`config.mk`:
```
export PLATFORM = sky130hd
export DESIGN_NAME = rst_seq_pattern
export DESIGN_NICKNAME = d
export VERILOG_FILES = /design/src/rtl/rst_seq_pkg.sv /design/src/rtl/rst_sync.sv /design/src/rtl/rst_seq_pattern.sv
export SDC_FILE = /design/constraint.sdc
export NUM_CORES = 1
export LEC_CHECK = 0
export CAP_MARGIN = 20
export CORE_MARGIN = 3
export CORE_UTILIZATION = 38
export CTS_CLUSTER_SIZE = 20
export DETAILED_ROUTE_END_ITERATION = 8
export PLACE_DENSITY = 0.82
export SLEW_MARGIN = 25
export SYNTH_ARGS = -nofsm -noshare
export SYNTH_HDL_FRONTEND = slang
export SYNTH_SLANG_ARGS = --single-unit
```
`constraint.sdc`:
```
create_clock -name clk -period 1.9 [get_ports clk]
set_input_delay 0.19 -clock clk [delete_from_list [all_inputs] [get_ports clk]]
set_output_delay 0.19 -clock clk [all_outputs]
set_load 0.1 [all_outputs]
```
`src/rtl/rst_seq_pkg.sv`:
```
`default_nettype none
// +----------------------------------------------------------------------+
// | Package    : rst_seq_pkg                                             |
// | Description: Shared types, default constants and sizing helpers for  |
// |              the rst_seq_pattern reset sequencer.                    |
// | Revision   : 1.0 - initial release                                   |
// +----------------------------------------------------------------------+
package rst_seq_pkg;

  // Sequencer states, explicit 2-bit encoding.
  typedef enum logic [1:0] {
    ST_HOLD    = 2'd0,
    ST_RELEASE = 2'd1,
    ST_RUN     = 2'd2,
    ST_ASSERT  = 2'd3
  } state_t;

  localparam int unsigned  c_def_width       = 24;
  localparam int unsigned  c_def_num_ch      = 4;
  localparam int unsigned  c_def_sync_stages = 2;
  localparam int unsigned  c_def_gap         = 4;
  localparam logic [23:0]  c_def_pattern     = 24'hC0FFEE;

  // The gap counter holds values 0..GAP-1; never narrower than one bit.
  function automatic int unsigned cnt_width(input int unsigned gap);
    return (gap <= 2) ? 1 : $clog2(gap);
  endfunction

  // Channel index register width; never narrower than one bit.
  function automatic int unsigned idx_width(input int unsigned num_ch);
    return (num_ch <= 2) ? 1 : $clog2(num_ch);
  endfunction

endpackage
`default_nettype wire

```
`src/rtl/rst_sync.sv`:
```
`default_nettype none
// +----------------------------------------------------------------------+
// | Module     : rst_sync                                                |
// | Description: N-stage reset synchroniser. Asserts asynchronously with |
// |              rst_n, deasserts STAGES rising edges after rst_n rises. |
// | Ports      : clk        - clock                                      |
// |              rst_n      - asynchronous active-low reset input        |
// |              o_rst_sync - synchronised "out of reset" flag (1=run)   |
// | Revision   : 1.0 - initial release                                   |
// +----------------------------------------------------------------------+
module rst_sync #(
  parameter int unsigned STAGES = 2
) (
  input  logic clk,
  input  logic rst_n,
  output logic o_rst_sync
);

  logic [STAGES-1:0] r_sync;

  always_ff @(posedge clk or negedge rst_n) begin
    if (!rst_n) begin
      r_sync <= '0;
    end else begin
      r_sync <= {r_sync[STAGES-2:0], 1'b1};
    end
  end

  assign o_rst_sync = r_sync[STAGES-1];

endmodule
`default_nettype wire

```
`src/rtl/rst_seq_pattern.sv`:
```
`default_nettype none
// +----------------------------------------------------------------------+
// | Module     : rst_seq_pattern                                         |
// | Description: Multi-channel reset sequencer. Releases NUM_CH channel  |
// |              resets GAP cycles apart after a synchronised board      |
// |              reset; each released channel loads PATTERN ^ index.     |
// |              A soft-reset request in RUN re-asserts the channels in  |
// |              reverse order and then re-runs the release sequence.    |
// | Ports      : clk          - clock                                    |
// |              rst_n        - asynchronous active-low board reset      |
// |              soft_rst_req - soft-reset request (level, RUN only)     |
// |              ch_rst_n     - per-channel active-low resets            |
// |              result       - per-channel result words, ch i at        |
// |                             [i*WIDTH +: WIDTH]                       |
// |              done         - all channels released and loaded         |
// | Revision   : 1.0 - initial release                                   |
// +----------------------------------------------------------------------+
module rst_seq_pattern
  import rst_seq_pkg::*;
#(
  parameter int unsigned       WIDTH       = c_def_width,
  parameter int unsigned       NUM_CH      = c_def_num_ch,
  parameter int unsigned       SYNC_STAGES = c_def_sync_stages,
  parameter int unsigned       GAP         = c_def_gap,
  parameter logic [WIDTH-1:0]  PATTERN     = WIDTH'(c_def_pattern)
) (
  input  logic                    clk,
  input  logic                    rst_n,
  input  logic                    soft_rst_req,
  output logic [NUM_CH-1:0]       ch_rst_n,
  output logic [NUM_CH*WIDTH-1:0] result,
  output logic                    done
);

  localparam int unsigned c_cnt_w = cnt_width(GAP);
  localparam int unsigned c_idx_w = idx_width(NUM_CH);

  localparam logic [c_cnt_w-1:0] c_gap_m1       = c_cnt_w'(GAP - 1);
  localparam logic [c_idx_w-1:0] c_idx_one      = c_idx_w'(1);
  localparam logic [c_idx_w-1:0] c_last_idx     = c_idx_w'(NUM_CH - 1);
  localparam logic [c_idx_w-1:0] c_first_assert = c_idx_w'((NUM_CH >= 2) ? NUM_CH - 2 : 0);

  // Elaboration-time parameter legality.
  if (NUM_CH < 1) begin : g_chk_num_ch
    $error("rst_seq_pattern: NUM_CH must be at least 1");
  end
  if (SYNC_STAGES < 2) begin : g_chk_sync
    $error("rst_seq_pattern: SYNC_STAGES must be at least 2");
  end
  if (GAP < 1) begin : g_chk_gap
    $error("rst_seq_pattern: GAP must be at least 1");
  end
  if (WIDTH < $clog2(NUM_CH)) begin : g_chk_width
    $error("rst_seq_pattern: WIDTH must be at least clog2(NUM_CH)");
  end

  logic                w_rst_sync;
  state_t              r_state;
  logic [c_cnt_w-1:0]  r_cnt;
  logic [c_idx_w-1:0]  r_idx;
  logic                r_low;   // ASSERT: every channel already driven low
  logic [NUM_CH-1:0]   r_ch;
  logic                r_done;

  rst_sync #(
    .STAGES (SYNC_STAGES)
  ) u_rst_sync (
    .clk        (clk),
    .rst_n      (rst_n),
    .o_rst_sync (w_rst_sync)
  );

  always_ff @(posedge clk or negedge rst_n) begin
    if (!rst_n) begin
      r_state <= ST_HOLD;
      r_cnt   <= '0;
      r_idx   <= '0;
      r_low   <= 1'b0;
      r_ch    <= '0;
      r_done  <= 1'b0;
    end else begin
      case (r_state)
        ST_HOLD: begin
          if (w_rst_sync) begin
            r_ch[0] <= 1'b1;
            r_idx   <= c_idx_one;
            r_cnt   <= c_gap_m1;
            r_state <= (NUM_CH == 1) ? ST_RUN : ST_RELEASE;
          end
        end

        ST_RELEASE: begin
          if (r_cnt == '0) begin
            r_ch[r_idx] <= 1'b1;
            r_cnt       <= c_gap_m1;
            if (r_idx == c_last_idx) begin
              r_state <= ST_RUN;
            end else begin
              r_idx <= r_idx + 1'b1;
            end
          end else begin
            r_cnt <= r_cnt - 1'b1;
          end
        end

        ST_RUN: begin
          if (soft_rst_req) begin
            r_done         <= 1'b0;
            r_ch[NUM_CH-1] <= 1'b0;
            r_idx          <= c_first_assert;
            r_cnt          <= c_gap_m1;
            // A single channel is already fully asserted by this edge.
            r_low          <= (NUM_CH == 1);
            r_state        <= ST_ASSERT;
          end else begin
            r_done <= 1'b1;
          end
        end

        ST_ASSERT: begin
          if (r_cnt == '0) begin
            r_cnt <= c_gap_m1;
            if (r_low) begin
              // GAP edges after channel 0 fell: begin the release sequence.
              r_low   <= 1'b0;
              r_ch[0] <= 1'b1;
              r_idx   <= c_idx_one;
              r_state <= (NUM_CH == 1) ? ST_RUN : ST_RELEASE;
            end else begin
              r_ch[r_idx] <= 1'b0;
              if (r_idx == '0) begin
                r_low <= 1'b1;
              end else begin
                r_idx <= r_idx - 1'b1;
              end
            end
          end else begin
            r_cnt <= r_cnt - 1'b1;
          end
        end

        default: r_state <= ST_HOLD;
      endcase
    end
  end

  // Result words follow the registered channel reset with one edge of lag.
  for (genvar i = 0; i < NUM_CH; i++) begin : g_result
    logic [WIDTH-1:0] r_word;

    always_ff @(posedge clk or negedge rst_n) begin
      if (!rst_n) begin
        r_word <= '0;
      end else if (!r_ch[i]) begin
        r_word <= '0;
      end else begin
        r_word <= PATTERN ^ WIDTH'(i);
      end
    end

    assign result[i*WIDTH +: WIDTH] = r_word;
  end

  assign ch_rst_n = r_ch;
  assign done     = r_done;

endmodule
`default_nettype wire

```
==> key figures, run 1 <==
Timing
  • FMAX: 543 MHz
  • Fin worst setup slack: 0.0576 ns
  • Hold slack: 0.256 ns
  • Clk_skew: 0.00362 ns
  • Final Setup Violations: 0
  • Final hold vios: 0
  • Fin crit period: 1.84 ns
  • Tcrit/Tclk final: 97.0%
  • Fin. max-slew vios: 0
  • Setup TNS: 0 ns

Synth
  • Distinct cell type count after synthesis: 28
  • Area fraction of the dominant cell type after synthesis: 40.1%
  • Seq/Total Area, Yosys: 26.2%
  • Simple-gate area share of the yosys netlist: 5.75%
  • Synth async-reset ratio: 100%
  • Mux contribution to synthesized area: 4.29%
  • Count leader, synth: buf_4
  • Post-synth top cells: buf_4 (92), dfrtp_1 (18), ha_1 (14), inv_1 (14)
  • Synth Area per Inst: 9.15 um^2
  • Mapped Cells: 188
  • Top FF cell, synth: dfrtp_1
  • Adder-cell area share of the yosys netlist: 10.2%
  • FF+latch count, synth: 18
  • Post-Synth XOR/XNOR Area: 0%
  • Synth Area in Compound Gates: 9.67%
  • Syn. warnings: 0
  • Post-synth EDFFs: 0
  • Synthesized area: 1720 um^2
  • Yosys top cell by area: buf_4
  • Ranking of synthesized cells by area: buf_4 (40%), dfrtp_1 (26%), ha_1 (10%), inv_1 (3.1%), mux2i_1 (2.3%)
  • Main combinational cell family by area after synthesis: buffers and inverters

Global routing
  • Total gr overflow: 0
  • Largest net degree at the start of global routing: 19
  • Total global-route track usage: 11.5%
  • First-pass GRT wire length: 4910 um
  • Initial antenna violation count: 0
  • Vias in the first global route: 964

Clock tree
  • Clock tree buffer depth: 2
  • CTS H-Tree Depth: 1
  • Clock transition at path regs: 0.06 ns
  • Clock Latency Late Sink: 0.25 ns
  • TritonCTS Buffers: 3
  • CTS tree: done
  • CTS root buffer: clkbuf_8
  • Clock sinks: 18
  • Hold Buf Count CTS: 0

Setup path
  • CP max stage delay: 0.41 ns
  • CP Data Required Time: 2.03 ns
  • Worst-path maximum fanout: 6
  • WP buf/inv: 1
  • Kind of critical path: register to register
  • Startpoint types: register
  • CP endpoint kind: register
  • Worst path cell trace: inv_1 -> ha_1 -> o21bai_4 -> nand3_4 -> a221oi_4 -> mux2_1
  • CP Data Arrival Time: 1.98 ns
  • Critical-path top delay cell: dfrtp_2
  • CP top delay family: compound AO/OA/AOI/OAI gates

Placed design
  • Post-Place Worst Slack: 0.0477 ns
  • Final Wtd Congestion: 0.945
  • DP HPWL: 2870 um
  • I/O Buffers: 71

Drt
  • DR pass1 iterations: 4
  • DRC viols: 0
  • Routed Antenna Nets: 0
  • Vias: 1115
  • Vias per inst: 4.31
  • Routed len/inst: 13.8 um
  • Detailed-route wire length: 3580 um
  • Initial DRC count: 15

Floorplanning
  • Die height: 73.3 um
  • Cell Rows: 23
  • Die X: 73.3 um
  • Core Box Area: 4170 um^2
  • Initial Utilization: 41.2%
  • Num ports: 104
  • Die area: 5370 um^2

Finish
  • Area growth syn-to-layout: 56.7%
  • Nets: 227
  • N_diodes: 0
  • Final design utilization: 64.6%
  • Filler cells: 292
  • Share of cells above drive strength 1: 43.5%

Worst hold path
  • HP Class: input port to async pin

Run status
  • Status: finished, final reports clean

Job
  • Max Cap Viol: 0
==> layer usage <==
metal	vias to the layer above	wire length, um	GRT usage [%]
met5	-	0	0
met4	0	33	3.07
met3	5	333	2.19
met2	67	2090	22.9
met1	527	1120	12.1
li1	516	-	-
==> final timing paths <==
path / from / endpoint / slack (ns) / depth (start not counted)
min in group clk: u_rst_sync.r_sync[0]$_DFF_PN0_ / u_rst_sync.r_sync[1]$_DFF_PN0_ / 0.36 / 0
setup reg to reg: r_state[1]$_DFFE_PN0P_ / r_idx[1]$_DFFE_PN0P_ / 0.06 / 6
hold reg to reg: u_rst_sync.r_sync[0]$_DFF_PN0_ / u_rst_sync.r_sync[1]$_DFF_PN0_ / 0.36 / 0
setup / recovery: r_state[1]$_DFFE_PN0P_ / r_idx[1]$_DFFE_PN0P_ / 0.06 / 6
hold / removal: rst_n / r_state[1]$_DFFE_PN0P_ / 0.26 / 2
max in group asynchronous: rst_n / r_state[0]$_DFFE_PN0P_ / 1.43 / 2
==> cell type report <==
cell class	count	area (um^2)	area share, %
clock buffer	4	55.1	2.04
inverter	14	52.6	1.95
multi-input combinational	94	673	25.0
tap	50	62.6	2.32
timing repair buffer	79	1400	51.9
sequential	18	453	16.8
==> layout by cell type (no fill, tap or decap), types with 2 or more instances in the layout <==
cell / n
buf_12: 64
conb_1: 33
dfrtp_1: 16
inv_1: 14
buf_4: 13
ha_1: 12
nor2_1: 6
a21oi_1: 6
nand2_1: 4
mux2i_1: 4
clkbuf_8: 4
nand2b_1: 3
mux2_1: 3
o21ai_0: 3
a221oi_4: 2
o21ai_1: 2
nand3_1: 2
ha_2: 2
clkdlybuf4s50_1: 2
dfrtp_2: 2
==> worst reg2reg max path, cell delays in order, from the launching register on <==
cell      delay, ns
dfrtp_2        0.41
inv_1          0.10
ha_1           0.24
o21bai_4       0.23
nand3_4        0.13
a221oi_4       0.25
mux2_1         0.36
==> what timing repair did <==
item,in CTS,in global routing
gates resized for setup,0,7
setup endpoints to repair,0,2
setup buffers,0,1
==> stage by stage <==
step / std cells / cell area [um^2]
floorplan: 219 / 1840
global placement: 254 / 2590
detailed placement: 254 / 2590
CTS: 258 / 2650
global route: 259 / 2700
finish: 259 / 2700
==> cells by family (layout without fill, tap and decap cells) <==
kind of cell               count (synthesis)  count (layout)
buffers and inverters                    107              97
AOI/OAI and AO/OA                         21              21
and+or+nand+nor                           19              19
DFF                                       18              18
adders and majority gates                 14              14
muxes                                      7               7
other                                      2              33
Power of run 1 is not shown: default switching activity piles up to over one toggle a cycle in this logic, so the estimate is an artifact.
==> inputs of run 2 (changes only) <==
Settings changed: CAP_MARGIN 20 to 5.
==> results of run 2 <==
Same layout as run 1: the final DEF is identical, and so are final timing and power.
Power of run 2 is left out for the same reason.
==> inputs of run 3 (changes only) <==
Settings changed: CAP_MARGIN 5 to 20.
==> results of run 3 <==
Same layout as run 1: the final DEF is identical, and so are final timing and power.
Power of run 3 is left out for the same reason.
